### src/rtl/uart_cfg_pkg.sv
// ----------------------------------------------------------------------------
// uart_cfg_pkg : shared constants, FSM encoding and baud divider for UART cfg link
// Rev 1.0
// ----------------------------------------------------------------------------
`default_nettype none

package uart_cfg_pkg;

  localparam int         CFG_WORD_W = 20;
  localparam int         CFG_BYTES  = 3;
  localparam logic [7:0] PAD_MASK   = 8'hF0;

  typedef enum logic [2:0] {
    ST_IDLE   = 3'd0,
    ST_START  = 3'd1,
    ST_DATA   = 3'd2,
    ST_PARITY = 3'd3,
    ST_STOP   = 3'd4
  } rx_state_t;

  function automatic int clks_per_bit(input int clk_freq, input int baud);
    return clk_freq / baud;
  endfunction

endpackage

`default_nettype wire

### src/rtl/uart_rx_byte.sv
// ----------------------------------------------------------------------------
// uart_rx_byte : synchronised UART byte receiver, 8N1 (8E1 when UART_RX_PARITY_EN)
// Rev 1.0
// ----------------------------------------------------------------------------
`default_nettype none

module uart_rx_byte
  import uart_cfg_pkg::*;
#(
  parameter int CLKS_PER_BIT = 434
) (
  input  logic       clk,
  input  logic       rst,
  input  logic       i_rx,
  output logic [7:0] o_byte,
  output logic       o_byte_valid,
  output logic       o_byte_err,
  output logic       o_busy
);

  localparam int                 c_CNT_W     = (CLKS_PER_BIT > 2) ? $clog2(CLKS_PER_BIT) : 1;
  localparam logic [c_CNT_W-1:0] c_BIT_LAST  = c_CNT_W'(CLKS_PER_BIT - 1);
  localparam logic [c_CNT_W-1:0] c_HALF_LAST = c_CNT_W'(CLKS_PER_BIT / 2 - 1);

  logic [1:0]         r_sync;
  logic               r_rx_d;
  rx_state_t          r_state;
  rx_state_t          w_next;
  logic [c_CNT_W-1:0] r_cnt;
  logic [2:0]         r_bits;
  logic [7:0]         r_shift;
  logic               r_hold;
  logic               w_rx;
  logic               w_fall;
  logic               w_tick;
  logic               w_par_err;
  logic               w_byte_valid;
  logic               w_byte_err;

  assign w_rx   = r_sync[1];
  assign w_fall = r_rx_d & ~w_rx;
  assign w_tick = (r_state == ST_START) ? (r_cnt == c_HALF_LAST) : (r_cnt == c_BIT_LAST);

`ifdef UART_RX_PARITY_EN
  logic r_par_err;
  assign w_par_err = r_par_err;
`else
  assign w_par_err = 1'b0;
`endif

  always_ff @(posedge clk or posedge rst) begin
    if (rst) r_state <= ST_IDLE;
    else     r_state <= w_next;
  end

  always_comb begin
    w_next       = r_state;
    w_byte_valid = 1'b0;
    w_byte_err   = 1'b0;
    case (r_state)
      ST_IDLE:  if (w_fall) w_next = ST_START;
      ST_START: if (w_tick) w_next = w_rx ? ST_IDLE : ST_DATA;
      ST_DATA: begin
        if (w_tick && (r_bits == 3'd7)) begin
`ifdef UART_RX_PARITY_EN
          w_next = ST_PARITY;
`else
          w_next = ST_STOP;
`endif
        end
      end
`ifdef UART_RX_PARITY_EN
      ST_PARITY: if (w_tick) w_next = ST_STOP;
`endif
      ST_STOP: begin
        // A low stop bit parks here until the line recovers so the break is not seen as a start
        if (r_hold) begin
          if (w_rx) w_next = ST_IDLE;
        end else if (w_tick) begin
          if (!w_rx || w_par_err) w_byte_err   = 1'b1;
          else                    w_byte_valid = 1'b1;
          if (w_rx) w_next = ST_IDLE;
        end
      end
      default: w_next = ST_IDLE;
    endcase
  end

  always_ff @(posedge clk or posedge rst) begin
    if (rst) begin
      r_sync  <= 2'b11;
      r_rx_d  <= 1'b1;
      r_cnt   <= '0;
      r_bits  <= 3'd0;
      r_shift <= 8'h00;
      r_hold  <= 1'b0;
    end else begin
      r_sync <= {r_sync[0], i_rx};
      r_rx_d <= w_rx;
      if ((r_state != w_next) || w_tick) r_cnt <= '0;
      else if (r_state != ST_IDLE)       r_cnt <= r_cnt + 1'b1;
      if (r_state == ST_START) r_bits <= 3'd0;
      if ((r_state == ST_DATA) && w_tick) begin
        r_shift <= {w_rx, r_shift[7:1]};
        if (r_bits != 3'd7) r_bits <= r_bits + 1'b1;
      end
      if ((r_state == ST_STOP) && !r_hold && w_tick && !w_rx) r_hold <= 1'b1;
      else if (w_next == ST_IDLE)                             r_hold <= 1'b0;
    end
  end

`ifdef UART_RX_PARITY_EN
  always_ff @(posedge clk or posedge rst) begin
    if (rst)                                     r_par_err <= 1'b0;
    else if (r_state == ST_START)                r_par_err <= 1'b0;
    else if ((r_state == ST_PARITY) && w_tick)   r_par_err <= w_rx ^ (^r_shift);
  end
`endif

  assign o_byte       = r_shift;
  assign o_byte_valid = w_byte_valid;
  assign o_byte_err   = w_byte_err;
  assign o_busy       = (r_state != ST_IDLE);

endmodule

`default_nettype wire

### src/rtl/uart_rx_cfg.sv
// ----------------------------------------------------------------------------
// uart_rx_cfg : assembles 3-byte UART frames into 20-bit config words (UART_RX_PARITY_EN selects 8E1)
// Rev 1.0
// ----------------------------------------------------------------------------
`default_nettype none

module uart_rx_cfg
  import uart_cfg_pkg::*;
#(
  parameter int CLK_FREQ     = 50_000_000,
  parameter int BAUD         = 115200,
  parameter int TIMEOUT_BITS = 20
) (
  input  logic                  clk,
  input  logic                  rst,
  input  logic                  uart_rx,
  output logic [CFG_WORD_W-1:0] rx_data,
  output logic                  rx_valid,
  output logic                  frame_err,
  output logic                  busy
);

  localparam int                 c_CPB      = clks_per_bit(CLK_FREQ, BAUD);
  localparam int                 c_TMO      = TIMEOUT_BITS * c_CPB;
  localparam int                 c_TMO_W    = $clog2(c_TMO + 1);
  localparam logic [c_TMO_W-1:0] c_TMO_LAST = c_TMO_W'(c_TMO - 1);
  localparam logic [1:0]         c_IDX_LAST = 2'(CFG_BYTES - 1);

  logic [7:0]         w_byte;
  logic               w_byte_valid;
  logic               w_byte_err;
  logic               w_byte_busy;
  logic               w_tmo_expire;
  logic [1:0]         r_idx;
  logic [7:0]         r_b0;
  logic [7:0]         r_b1;
  logic [c_TMO_W-1:0] r_tmo;

  uart_rx_byte #(
    .CLKS_PER_BIT(c_CPB)
  ) u_byte (
    .clk         (clk),
    .rst         (rst),
    .i_rx        (uart_rx),
    .o_byte      (w_byte),
    .o_byte_valid(w_byte_valid),
    .o_byte_err  (w_byte_err),
    .o_busy      (w_byte_busy)
  );

  // Expiry outranks a coincident start edge: the byte then in flight becomes byte0
  assign w_tmo_expire = (r_idx != 2'd0) && !w_byte_busy && (r_tmo == c_TMO_LAST);

  always_ff @(posedge clk or posedge rst) begin
    if (rst) begin
      rx_data   <= '0;
      rx_valid  <= 1'b0;
      frame_err <= 1'b0;
      r_idx     <= 2'd0;
      r_b0      <= 8'h00;
      r_b1      <= 8'h00;
      r_tmo     <= '0;
    end else begin
      rx_valid  <= 1'b0;
      frame_err <= 1'b0;
      if ((r_idx == 2'd0) || w_byte_busy || w_tmo_expire) r_tmo <= '0;
      else                                                r_tmo <= r_tmo + 1'b1;
      if (w_tmo_expire || w_byte_err) begin
        frame_err <= 1'b1;
        r_idx     <= 2'd0;
      end else if (w_byte_valid) begin
        if (r_idx == c_IDX_LAST) begin
          r_idx <= 2'd0;
          if ((w_byte & PAD_MASK) != 8'h00) begin
            frame_err <= 1'b1;
          end else begin
            rx_data  <= {w_byte[3:0], r_b1, r_b0};
            rx_valid <= 1'b1;
          end
        end else if (r_idx == 2'd0) begin
          r_b0  <= w_byte;
          r_idx <= 2'd1;
        end else begin
          r_b1  <= w_byte;
          r_idx <= 2'd2;
        end
      end
    end
  end

  assign busy = w_byte_busy | (r_idx != 2'd0);

endmodule

`default_nettype wire
### config.mk
export PLATFORM = sky130hd
export DESIGN_NAME = uart_rx_cfg
export DESIGN_NICKNAME = d
export VERILOG_FILES = /design/src/rtl/uart_cfg_pkg.sv /design/src/rtl/uart_rx_byte.sv /design/src/rtl/uart_rx_cfg.sv
export SDC_FILE = /design/constraint.sdc
export NUM_CORES = 1
export LEC_CHECK = 0
export BUFFER_PORTS_ARGS = -buffer_cell sky130_fd_sc_hd__buf_2
export CAP_MARGIN = 25
export CORE_ASPECT_RATIO = 0.6
export CORE_UTILIZATION = 27
export DETAILED_ROUTE_END_ITERATION = 6
export PLACE_DENSITY = 0.5
export SLEW_MARGIN = 20
export SYNTH_ARGS = -nofsm -noshare
export SYNTH_HDL_FRONTEND = slang
export SYNTH_HIERARCHICAL = 1
export SYNTH_SLANG_ARGS = --single-unit
### constraint.sdc
create_clock -name clk -period 3.3 [get_ports clk]
set_clock_uncertainty 0.15 [all_clocks]
set_input_delay 0.33 -clock clk [delete_from_list [all_inputs] [get_ports clk]]
set_output_delay 0.33 -clock clk [all_outputs]
set_load 0.03 [all_outputs]
* After elaboration in Yosys (flattened, before gate mapping)
Cells that the tools add are included.
Cells by class: $add $sub $neg 3, $mul 0, divide/modulo/power cells 0, order comparisons 0, equality and inequality tests 10, shift operators 0, mux-type cells 37, bitwise gates (word level) 7, reductions and logical operators 26
Operator list (number):
- two-way mux 3 bit | 9
- two-way mux 1 bit | 19
- two-way mux 9 bit | 2
- adder 14 x 1 -> 14 bit (second input constant) | 1
- equality test 14 bit (second input constant) | 1
- two-way mux 14 bit | 1
- case mux 3 bit (4 select lines) | 1
- AND reduction 4 bit | 3
- two-way mux 2 bit | 5
- adder 9 x 1 -> 9 bit (second input constant) | 1
- equality test 9 x 8 -> 1 bit (second input constant) | 1
- equality test 9 bit (second input constant) | 1
- nonzero test 2 bit | 4
- nonzero test 8 bit | 1
- logical AND 1 bit | 7
- equality test 3 bit (second input constant) | 2
- logical NOT 3 bit | 2
- NOT 1 bit | 5
- logical OR 1 bit | 4
- adder 3 x 1 -> 3 bit (second input constant) | 1
- equality test 3 x 1 -> 1 bit (second input constant) | 1
- equality test 3 x 2 -> 1 bit (second input constant) | 1
- logical NOT 1 bit | 3
- inequality test 3 bit | 1
- 6 further kinds | 6
Word-level totals: register bits after elaboration 81, bits in latches 0, bits in writable memories 0, bits in read-only memories 0, input bits 3, output and inout bits 23, word-level logic and storage cells 97, memories 0

* Depth between registers and ports, before layout
Gate-level depths: netlist of run 1.
depth after elaboration 8, depth in mapped cells 9, depth with buffers taken out 7

* Hierarchy
The synthesis of run 1 kept the hierarchy.
Modules (own cells, without submodules):
- uart_rx_cfg | times used 1, cells an instance 166, area an instance 2343.5 µm², seq. area each 1351.3 µm²
- uart_rx_byte | times used 1, cells an instance 122, area an instance 1363.8 µm², seq. area each 679.4 µm²

* Worst setup path after synthesis of run 1
Ideal clock, no wire load.
path type flip-flop to flip-flop, start reg u_byte.r_cnt[2], end reg rx_data[19], setup time 0.125 ns, data arrival time 2.640 ns, slack 0.385 ns, cell stages (with the launch flop) 9, period minus slack after synthesis 2.915 ns, cells stage by stage dfrtp_1 > and4bb_2 > nand3_1 > nor4_1 > nor2b_1 > nand4_1 > o21ba_4 > buf_6 > mux2_4
On the way: elaborated cells between the ends (all ways) 12, classes of those cells 2 x eq/ne; 7 x mux; 1 x bitwise; 2 x reduce/logical
RTL lines:
- from (decl) | RTL line uart_rx_byte.sv:29 | logic [c_CNT_W-1:0] r_cnt;
- from (signal assigned) | RTL line uart_rx_byte.sv:101 | else if (r_state != ST_IDLE) r_cnt <= r_cnt + 1'b1;
- equality test 9 bit / equality test 9 x 8 -> 1 bit (equally long branches) | RTL line uart_rx_byte.sv:42 | assign w_tick = (r_state == ST_START) ? (r_cnt == c_HALF_LAST) : (r_cnt == c_BIT_LAST);
- two-way mux 1 bit (*) | RTL line uart_rx_byte.sv:42
- two-way mux 1 bit (*) | RTL line uart_rx_byte.sv:79 | end else if (w_tick) begin
- two-way mux 1 bit (*) | RTL line uart_rx_byte.sv:77 | if (r_hold) begin
- two-way mux 1 bit (*) | RTL line uart_rx_byte.sv:60 | case (r_state)
- named net w_byte_valid | RTL line uart_rx_cfg.sv:30 | logic w_byte_valid;
- AND reduction 4 bit (no source line) (*)
- to (signal assigned) | RTL line uart_rx_cfg.sv:77 | rx_data <= {w_byte[3:0], r_b1, r_b0};
- to (decl) | RTL line uart_rx_cfg.sv:17 | output logic [CFG_WORD_W-1:0] rx_data,
Mark *: on every way through the listed nets, which the timed path passes. The rest lies on a longest branch. A chain may end at the register's enable or synchronous reset.

* Worst setup path after layout of run 1
start reg u_byte.r_cnt[2], end reg rx_data[10]
Same word-level chain as after synthesis.

==> impl_metrics.py, run 1 <==
metrics = {
    "clocking": {
        "cts.repair.resized": 0,
        "path_clk_slew_ps": 60,
        "cts_buffers": 9,
        "clk_path_buf_depth": 2,
        "cts_setup_buffers": 0,
        "ctsHoldBuffers": 2,
        "htree_levels": 3,
        "cts_tree": "yes",
        "clk_latency_ps": 340,
        "cts_sinks": 81,
        "clockRootBuffer": "clkbuf_16",
    },
    "critical_path": {
        "path_class": "flip-flop to flip-flop",
        "cp.arrival_ps": 2990,
        "crit_family": "simple AND/OR/NAND/NOR gates",
        "end_kind": "flip-flop",
        "slowest_delay_ps": 550,
        "critPathBufInv": 0,
        "crit_chain": "and4bb_2 -> nand3_1 -> nor4_1 -> nor2b_1 -> nand4_1 -> o21ba_4 -> mux2_2",
        "cp-start-kind": "flip-flop",
        "path_max_fanout": 21,
        "cp.required_ps": 3370,
        "critPathSlowestCell": "o21ba_4",
    },
    "finish": {
        "fin_util_pct": 33.1,
        "synthToLayoutAreaGrowth_pct": 17.2,
        "nNetsFinal": 326,
        "drive_above_1_share_pct": 31.2,
        "stdcell_count": 494,
        "n_antenna_cell": 0,
    },
    "synth": {
        "synth_common_cells": "78 x dfrtp_1, 28 x nor2_1, 26 x mux2_4",
        "ys_ff_latch": 81,
        "syn_inst": 288,
        "synth.largest_area_cell": "dfrtp_1",
        "seq_area_frac_synth_pct": 54.8,
        "synth_top_flop_cell": "dfrtp_1",
        "yosysMostFrequentCell": "dfrtp_1",
        "synth_top_cell_area_share_pct": 52.6,
        "avgSynthCellArea_um2": 12.9,
        "syn_nets": 295,
        "netlist_top_cells_area": "dfrtp_1 53%, mux2_4 11%, mux2_2 3.9%",
        "synthArstFlopShare_pct": 100,
        "synth_area_um2": 3710,
        "yosysWarnings": 6,
        "ys_types": 51,
        "synth_edf_count": 0,
    },
    "grt": {
        "grt_start_max_net_pins": 38,
        "globalRouteTotalUtil_pct": 11.4,
        "antenna_found_initial": 0,
        "grt.overflow.total": 0,
        "grt_pass1_wl_um": 12400,
        "grt_pass1_vias": 2327,
    },
    "job": {
        "maxCapViolations": 0,
    },
    "floorplan": {
        "core_um2": 13100,
        "fp.dieH_um": 92.8,
        "die_width_um": 153,
        "ioPinCount": 26,
        "rows": 32,
        "start_util_pct": 28.2,
        "dieArea_um2": 14200,
    },
    "drt": {
        "met3WireLength_um": 275,
        "drt-initial-drc-count": 96,
        "via_per_inst": 4.54,
        "routed.top_layer": "met4",
        "drt-total-wl_um": 7220,
        "dr_wl_met2_um": 2870,
        "ant_nets": 0,
        "vias": 2241,
        "routedWlPerCell_um": 14.6,
        "drc": 0,
        "drt-met1-wl_um": 3960,
        "first_pass_iters": 4,
    },
    "timing": {
        "setup_viol": 0,
        "fin_hold_ws_ps": 206,
        "period_share_pct": 88.2,
        "rsz0062_at_grt": "false",
        "fin_setup_tns_ps": 0,
        "period_minus_slack_ps": 2910,
        "drv_slew": 0,
        "relSlewSlack_pct": 58.6,
        "tightest_slew_ps": 620,
        "hold_violations": 0,
        "fmax_ghz": 0.343,
    },
    "placed_design": {
        "place_congestion": 0.767,
        "dp_cells": 476,
        "port_buffers": 25,
        "dp_hpwl_um": 4850,
    },
    "run_status": {
        "status": "completed",
    },
    "pwr": {
        "ir_worst_vdd_mv": 0.220,
        "power_density_nw_per_um2": 529,
        "p_leak_nw": 2.08,
    },
    "hold_path": {
        "hold_class": "flip-flop to flip-flop",
    },
}
-- power breakdown --
part           switching, mW  internal, mW  leakage [nW]
sequential            0.0599          1.03          1.11
clock                  0.413         0.631         0.152
combinational         0.0927        0.0698         0.818
total                  0.566          1.73          2.08
-- logic make-up after synthesis --
family	Yosys count	share of synthesized area, %
buffers and inverters	21	3.14
multiplexers	47	16.8
adder cells (fa/ha/maj)	4	1.35
AO/OA/AOI/OAI	18	4.39
flip-flops	81	54.8
XOR/XNOR	19	4.49
AND/OR/NAND/NOR	98	15.1
-- flip-flops by register name, summed over array words and instances (netlist names), 3 cells and up --
register,cells
u_byte/r_state,3
r_b0,8
rx_data,20
r_b1,8
r_tmo,14
u_byte/r_cnt,9
u_byte/o_byte,8
u_byte/r_bits,3
-- layer usage --
metal | up-vias | GRT usage, %
met3 | 9 | 3.70
met2 | 38 | 15.3
met1 | 1116 | 16.6
met4 | 0 | 4.29
met5 | - | 0
li1 | 1078 | -
-- final timing paths --
check	to	startpoint	depth (start not counted)	slack (ps)
hold / removal	u_byte/r_sync[1]	u_byte/r_sync[0]	0	210
min in group asynchronous	rx_data[4]	rst	3	370
max in group asynchronous	r_tmo[8]	rst	4	1810
setup reg to reg	rx_data[10]	u_byte/r_cnt[2]	7	390
hold reg to reg	u_byte/r_sync[1]	u_byte/r_sync[0]	0	210
setup / recovery	rx_data[10]	u_byte/r_cnt[2]	7	390
-- worst register-to-register path, stage by stage, from the launching register on --
cell and delay, ps:
dfrtp_1 420, and4bb_2 410, nand3_1 140, nor4_1 340, nor2b_1 260, nand4_1 120
o21ba_4 550, mux2_2 400
-- cells in the final DEF, fill, tap and decap left out, types with 3 or more instances in the layout --
cell type and count:
clkinv_4 3, dfstp_2 3, inv_1 7, nand3_1 8, nand2_1 18, and3_1 4, clkbuf_16 9, mux2_4 26
nor2b_1 5, xor2_1 14, xnor2_1 5, mux2_2 13, ha_1 4, and4bb_2 3, mux2i_1 4, and4_1 3
dfrtp_1 78, buf_4 4, nor4_1 3, nand4_1 7, mux2_1 4, buf_2 25, nor3_1 6, nor2_1 28
-- metrics by stage --
stage,instance area [um2],power (mW),setup WS (ps)
finish,4340,2.30,388
global route,4340,2.40,181
detailed placement,4010,1.27,387
CTS,4340,2.33,368
global placement,3990,1.26,433
floorplan,3710,1.23,385
-- area by class of cell --
type	count	area (um2)
Clock inverter	5	63.8
Tap cell	170	213
Fill cell	1303	8790
Sequential cell	81	2030
Timing Repair Buffer	32	190
Multi-Input combinational cell	186	1560
Inverter	9	33.8
Clock buffer	11	253
(Power assumes the default switching activity.)
==> run 2: changes to the inputs <==
--- a/config.mk
+++ b/config.mk
@@ -8,9 +8,9 @@
 export BUFFER_PORTS_ARGS = -buffer_cell sky130_fd_sc_hd__buf_2
 export CAP_MARGIN = 25
 export CORE_ASPECT_RATIO = 0.6
-export CORE_UTILIZATION = 27
+export CORE_UTILIZATION = 60
 export DETAILED_ROUTE_END_ITERATION = 6
-export PLACE_DENSITY = 0.5
+export PLACE_DENSITY = 0.87
 export SLEW_MARGIN = 20
 export SYNTH_ARGS = -nofsm -noshare
 export SYNTH_HDL_FRONTEND = slang
==> constraint.sdc (replaced) <==
create_clock -name clk -period 2.82 [get_ports clk]
set_clock_uncertainty 0.15 [all_clocks]
set_input_delay 0.282 -clock clk [delete_from_list [all_inputs] [get_ports clk]]
set_output_delay 0.282 -clock clk [all_outputs]
set_load 0.03 [all_outputs]
==> run 2 against run 1 <==
Compared with the run above: sequential share of layout area up 2.1 points; routed wire length shrank 0.71%; via count up 2.8%; critical path type unchanged; flip-flop and latch count did not move; final cell count decreased by 18%; first-iteration DRC count up 22%; global-route usage rose by 14 points; setup slack got worse by 250 ps; power increased by 0.38%; critical path depth increased by 1.
==> impl_metrics.py, run 2 (same netlist as run 1, synthesis figures left out) <==
metrics = {
    "grt": {
        "grt.overflow.total": 0,
        "grt_pass1_wl_um": 11800,
        "antenna_found_initial": 0,
        "grt_start_max_net_pins": 55,
        "globalRouteTotalUtil_pct": 25.3,
        "grt_pass1_vias": 2315,
    },
    "drt": {
        "ant_nets": 0,
        "drc": 0,
        "first_pass_iters": 4,
        "vias": 2303,
        "routedWlPerCell_um": 17.6,
        "via_per_inst": 5.66,
        "drt-total-wl_um": 7170,
        "drt-initial-drc-count": 117,
    },
    "run_status": {
        "status": "completed",
    },
    "timing": {
        "fmax_ghz": 0.372,
        "tightest_slew_ps": 667,
        "relSlewSlack_pct": 55.6,
        "hold_violations": 0,
        "final.setup.worst_slack_ps": 134,
        "period_share_pct": 95.2,
        "setup_viol": 0,
        "period_minus_slack_ps": 2690,
        "rsz0062_at_grt": "false",
        "fin_setup_tns_ps": 0,
        "drv_slew": 0,
    },
    "finish": {
        "nNetsFinal": 329,
        "reg_top3": "rx_data: 20 flops, r_tmo: 14 flops, u_byte/r_cnt: 9 flops",
        "largest_reg_flops": 20,
        "synthToLayoutAreaGrowth_pct": 12.2,
        "mostFrequentLayoutCells": "78 x dfrtp_1, 28 x nor2_1, 26 x mux2_4",
        "n_antenna_cell": 0,
        "drive_above_1_share_pct": 31.5,
        "regMostFlops": "rx_data",
        "mostFrequentLayoutCell": "dfrtp_1",
    },
    "floorplan": {
        "rows": 21,
        "start_util_pct": 64.4,
        "core_um2": 5750,
        "ioPinCount": 26,
        "die_width_um": 103,
        "fp.dieH_um": 62.9,
        "dieArea_um2": 6510,
    },
    "critical_path": {
        "cp-start-kind": "flip-flop",
        "cp.required_ps": 2920,
        "r2r-end": "rx_data[17]",
        "path_max_fanout": 10,
        "ff2ff_path_depth": 8,
        "end_kind": "flip-flop",
        "ff2ff_setup_slack_ps": 130,
        "r2r_start": "u_byte/r_cnt[2]",
        "cp.arrival_ps": 2790,
        "path_class": "flip-flop to flip-flop",
    },
    "clocking": {
        "cts_setup_buffers": 0,
        "htree_levels": 3,
        "clockRootBuffer": "clkbuf_8",
        "clk_path_buf_depth": 2,
        "clk_latency_ps": 360,
        "cts_buffers": 9,
        "path_clk_slew_ps": 80,
        "cts_sinks": 81,
        "cts_tree": "yes",
    },
    "hold_path": {
        "hold_path_depth": 0,
        "hold_class": "flip-flop to flip-flop",
        "min_from": "u_byte/r_sync[0]",
        "holdPathEnd": "u_byte/r_sync[1]",
    },
    "placed_design": {
        "place_congestion": 0.883,
        "dp_hpwl_um": 4810,
        "port_buffers": 25,
        "pre_cts_slack_ps": 83.5,
    },
    "job": {
        "maxCapViolations": 0,
    },
    "pwr": {
        "power_density_nw_per_um2": 555,
        "p_leak_nw": 2.03,
        "ir_worst_vdd_mv": 0.346,
    },
}
-- run 2: cell types whose count changed in the layout (fill, tap and decap cells not counted), sizes merged --
cell and delta:
clkbuf +3, clkinv -3, buf +3
-- run 2: cell type report --
type / instances / area [um2]
sequential: 81 / 2030
fill: 375 / 1600
multi-input combinational: 186 / 1590
timing repair buffer: 35 / 218
clock buffer: 14 / 153
tap: 80 / 100
clock inverter: 2 / 37.5
inverter: 9 / 33.8
-- run 2: how the worst max path moves through the flow --
stage / startpoint / endpoint / slack, ps / cells after the start
2_1_floorplan: u_byte/r_cnt[2] / rx_data[19] / 120 / 8
3_3_place_gp: u_byte/r_cnt[1] / rx_data[0] / 230 / 8
3_5_place_dp: u_byte/r_cnt[1] / rx_data[8] / 80 / 8
4_1_cts: u_byte/r_cnt[1] / rx_data[8] / 70 / 8
5_1_grt: u_byte/r_cnt[2] / rx_data[17] / 0.03 / 8
6_report: u_byte/r_cnt[2] / rx_data[17] / 130 / 8
-- run 2: routing by layer --
metal / part of all wire, % / vias up / global-route usage [%]
li1: - / 1074 / -
met1: 46 / 1152 / 34.7
met2: 47 / 64 / 38.2
met3: 4.8 / 13 / 8.39
met4: 1.5 / 0 / 7.92
met5: 0 / - / 0
-- run 2: repair_timing --
action / CTS / global route
hold buffers: 2 / 0
resized for setup: 0 / 4
endpoints found under the setup margin: 0 / 20
endpoints found under the hold margin: 79 / 0
-- run 2: worst max-delay path, stage by stage, from the launching register on --
cell and delay [ps]:
dfrtp_1 420, and4bb_4 410, nand3_2 140, nor4_4 280, nor2b_2 230, nand4_1 130, o21ba_4 280, buf_4 220
mux2_4 320
-- run 2: through the flow --
step           instances  power [mW]  hold slack (ps)  area [um2]  utilization (%)
2_1_floorplan        288        1.44              136        3710                -
3_3_place_gp         389        1.47              196        3930             68.3
3_5_place_dp         389        1.48              202        3930             68.3
4_1_cts              407        2.32              213        4140             71.9
5_1_grt              407        2.39              214        4160             72.3
6_report             407        2.31              211        4160             72.3
-- run 2: where the power goes --
| group | total, mW | switching (mW) | leakage [nW] | internal (mW) |
|---|---|---|---|---|
| clock | 0.839 | 0.404 | 0.0909 | 0.435 |
| combinational | 0.194 | 0.109 | 0.835 | 0.0841 |
| sequential | 1.27 | 0.0689 | 1.11 | 1.21 |
==> run 3: changes to the inputs <==
--- a/config.mk
+++ b/config.mk
@@ -7,8 +7,10 @@
 export LEC_CHECK = 0
 export BUFFER_PORTS_ARGS = -buffer_cell sky130_fd_sc_hd__buf_2
 export CAP_MARGIN = 25
+export CELL_PAD_IN_SITES_DETAIL_PLACEMENT = 1
+export CELL_PAD_IN_SITES_GLOBAL_PLACEMENT = 1
 export CORE_ASPECT_RATIO = 0.6
-export CORE_UTILIZATION = 60
+export CORE_UTILIZATION = 49
 export DETAILED_ROUTE_END_ITERATION = 6
 export PLACE_DENSITY = 0.87
 export SLEW_MARGIN = 20
==> run 3 against run 2 <==
Compared with the run above: design area is 4.6% higher; sequential power hardly changed; count of clock-buffer cells in the layout is 3 lower; hold slack worse by 5.2 ps; sequential share of layout area is 2.1 points lower; first-iteration DRC count is 110% higher; combinational power is 25% higher; via count is 4.6% higher; critical endpoint is now rx_data[10]; largest power group is now the clock network; highest routed layer unchanged.
==> impl_metrics.py, run 3 (same netlist as run 1, synthesis figures left out) <==
metrics = {
    "run_status": {
        "status": "completed",
    },
    "placed_design": {
        "port_buffers": 25,
        "place_congestion": 0.848,
        "pre_cts_slack_ps": 115,
        "dp_cells": 415,
        "dp_hpwl_um": 6030,
    },
    "pwr": {
        "seq_power_share_pct": 45.2,
        "pwr-share-comb_pct": 8.6,
        "ir_worst_vdd_mv": 0.434,
        "p_clk_share_pct": 46.1,
        "power.internal_mw": 2.11,
        "p_sw_mw": 0.687,
        "netSwitchingFraction_pct": 24.6,
        "power_density_nw_per_um2": 644,
        "finalPower_mw": 2.80,
        "p_leak_nw": 2.11,
    },
    "finish": {
        "largest_reg_flops": 20,
        "mostFrequentLayoutCell": "dfrtp_1",
        "drive_above_1_share_pct": 33.4,
        "nNetsFinal": 331,
        "stdcell_count": 433,
        "synthToLayoutAreaGrowth_pct": 17.3,
        "regMostFlops": "rx_data",
        "mostFrequentLayoutCells": "78 x dfrtp_1, 28 x nor2_1, 26 x mux2_4",
        "n_antenna_cell": 0,
        "nFillCells": 729,
        "reg_top3": "rx_data: 20 flops, r_tmo: 14 flops, u_byte/r_cnt: 9 flops",
    },
    "grt": {
        "globalRouteTotalUtil_pct": 26.6,
        "met2_usage_pct": 44.3,
        "gr-max-usage-layer": "met2",
        "antenna_found_initial": 0,
        "grt_pass1_wl_um": 15500,
        "grt_pass1_vias": 2721,
        "globalRouteMet3Util_pct": 6.47,
        "grt_start_max_net_pins": 27,
        "met1_usage_pct": 35.0,
        "grt.overflow.total": 0,
    },
    "hold_path": {
        "hold_class": "flip-flop to flip-flop",
        "hold_path_depth": 0,
        "min_from": "u_byte/r_sync[0]",
        "holdPathEnd": "u_byte/r_sync[1]",
    },
    "critical_path": {
        "critPathSlowestCell": "dfrtp_1",
        "slowest_delay_ps": 420,
        "cp.arrival_ps": 2770,
        "ff2ff_setup_slack_ps": 120,
        "critPathBufInv": 1,
        "crit_chain": "and4bb_4 -> nand3_2 -> nor4_4 -> nor2b_2 -> nand4_1 -> o21ba_4 -> buf_12 -> mux2_2",
        "cp.required_ps": 2890,
        "path_max_fanout": 21,
        "r2r-end": "rx_data[10]",
        "r2r_start": "u_byte/r_cnt[2]",
        "ff2ff_path_depth": 8,
        "end_kind": "flip-flop",
        "crit_family": "simple AND/OR/NAND/NOR gates",
        "startpoint": "u_byte/r_cnt[2]",
        "cp-start-kind": "flip-flop",
        "path_class": "flip-flop to flip-flop",
    },
    "clocking": {
        "htree_levels": 3,
        "cts_sinks": 81,
        "cts_tree": "yes",
        "clk_latency_ps": 330,
        "path_clk_slew_ps": 60,
        "clk_path_buf_depth": 2,
        "clockRootBuffer": "clkbuf_16",
        "cts_setup_buffers": 0,
        "cts_buffers": 9,
    },
    "timing": {
        "tightest_slew_ps": 616,
        "fin_setup_tns_ps": 0,
        "drv_slew": 0,
        "setup_viol": 0,
        "relSlewSlack_pct": 58.6,
        "period_share_pct": 95.7,
        "hold_violations": 0,
        "fin_hold_ws_ps": 206,
        "final.setup.worst_slack_ps": 122,
        "fmax_ghz": 0.371,
        "period_minus_slack_ps": 2700,
    },
    "floorplan": {
        "ioPinCount": 26,
        "start_util_pct": 50.8,
        "rows": 24,
        "core_um2": 7300,
        "die_width_um": 114,
        "fp.dieH_um": 69.4,
        "dieArea_um2": 7930,
    },
    "drt": {
        "drt-initial-drc-count": 246,
        "vias": 2410,
        "drc": 0,
        "drt-total-wl_um": 9380,
        "first_pass_iters": 4,
        "via_per_inst": 5.57,
        "ant_nets": 0,
        "routedWlPerCell_um": 21.7,
    },
    "job": {
        "maxCapViolations": 0,
    },
}
==> run 3: cell count changes in the layout (fill, tap and decap cells not counted), moves of 2 or more <==
cell,previous run,this run
inv_6,0,2
buf_4,7,9
clkbuf_8,10,1
clkbuf_1,4,1
clkbuf_16,0,9
==> run 3: metrics by stage <==
step | instance area (um2) | util (%)
finish | 4350 | 59.6
global route | 4350 | 59.6
CTS | 4330 | 59.3
detailed placement | 3970 | 54.5
global placement | 3970 | 54.5
floorplan | 3710 | -
==> run 3: layer usage <==
layer | routed length [um] | up-vias
li1 | - | 1084
met1 | 4130 | 1274
met2 | 4880 | 38
met3 | 245 | 14
met4 | 123 | 0
met5 | 0 | -
==> run 3: power groups by stage <==
stage / Sequential, mW / Clock [mW] / Combinational [mW]
floorplan: 1.26 / 0 / 0.177
global placement: 1.27 / 0 / 0.219
detailed placement: 1.28 / 0 / 0.230
CTS: 1.26 / 1.32 / 0.240
global route: 1.27 / 1.36 / 0.271
finish: 1.27 / 1.29 / 0.242
==> run 3: what timing repair did <==
| item | CTS | global route |
|---|---|---|
| gates resized for setup | 1 | 4 |
| endpoints found under the hold margin | 16 | 0 |
| hold buffers | 2 | 0 |
| setup endpoints to repair | 1 | 20 |
==> run 3: area by class of cell <==
| class | instances | area (um2) | share of cell area (%) |
|---|---|---|---|
| Clock buffer | 11 | 243 | 5.58 |
| Clock inverter | 5 | 86.3 | 1.99 |
| Inverter | 9 | 33.8 | 0.777 |
| Multi-Input combinational cell | 186 | 1590 | 36.6 |
| Sequential cell | 81 | 2030 | 46.7 |
| Tap cell | 104 | 130 | 2.99 |
| Timing Repair Buffer | 37 | 233 | 5.35 |
==> run 3: worst register-to-register path, stage by stage, from the launching register on <==
cell	delay, ps
dfrtp_1	420
and4bb_4	410
nand3_2	150
nor4_4	250
nor2b_2	230
nand4_1	140
o21ba_4	280
buf_12	200
mux2_2	360
==> run 3: worst max-delay path by stage <==
stage                  endpoint  slack (ps)  depth (start not counted)
detailed placement  rx_data[10]         120                          8
floorplan           rx_data[19]         120                          8
global route        rx_data[10]         -20                          8
CTS                 rx_data[10]          20                          8
finish              rx_data[10]         120                          8
global placement    rx_data[10]         230                          8
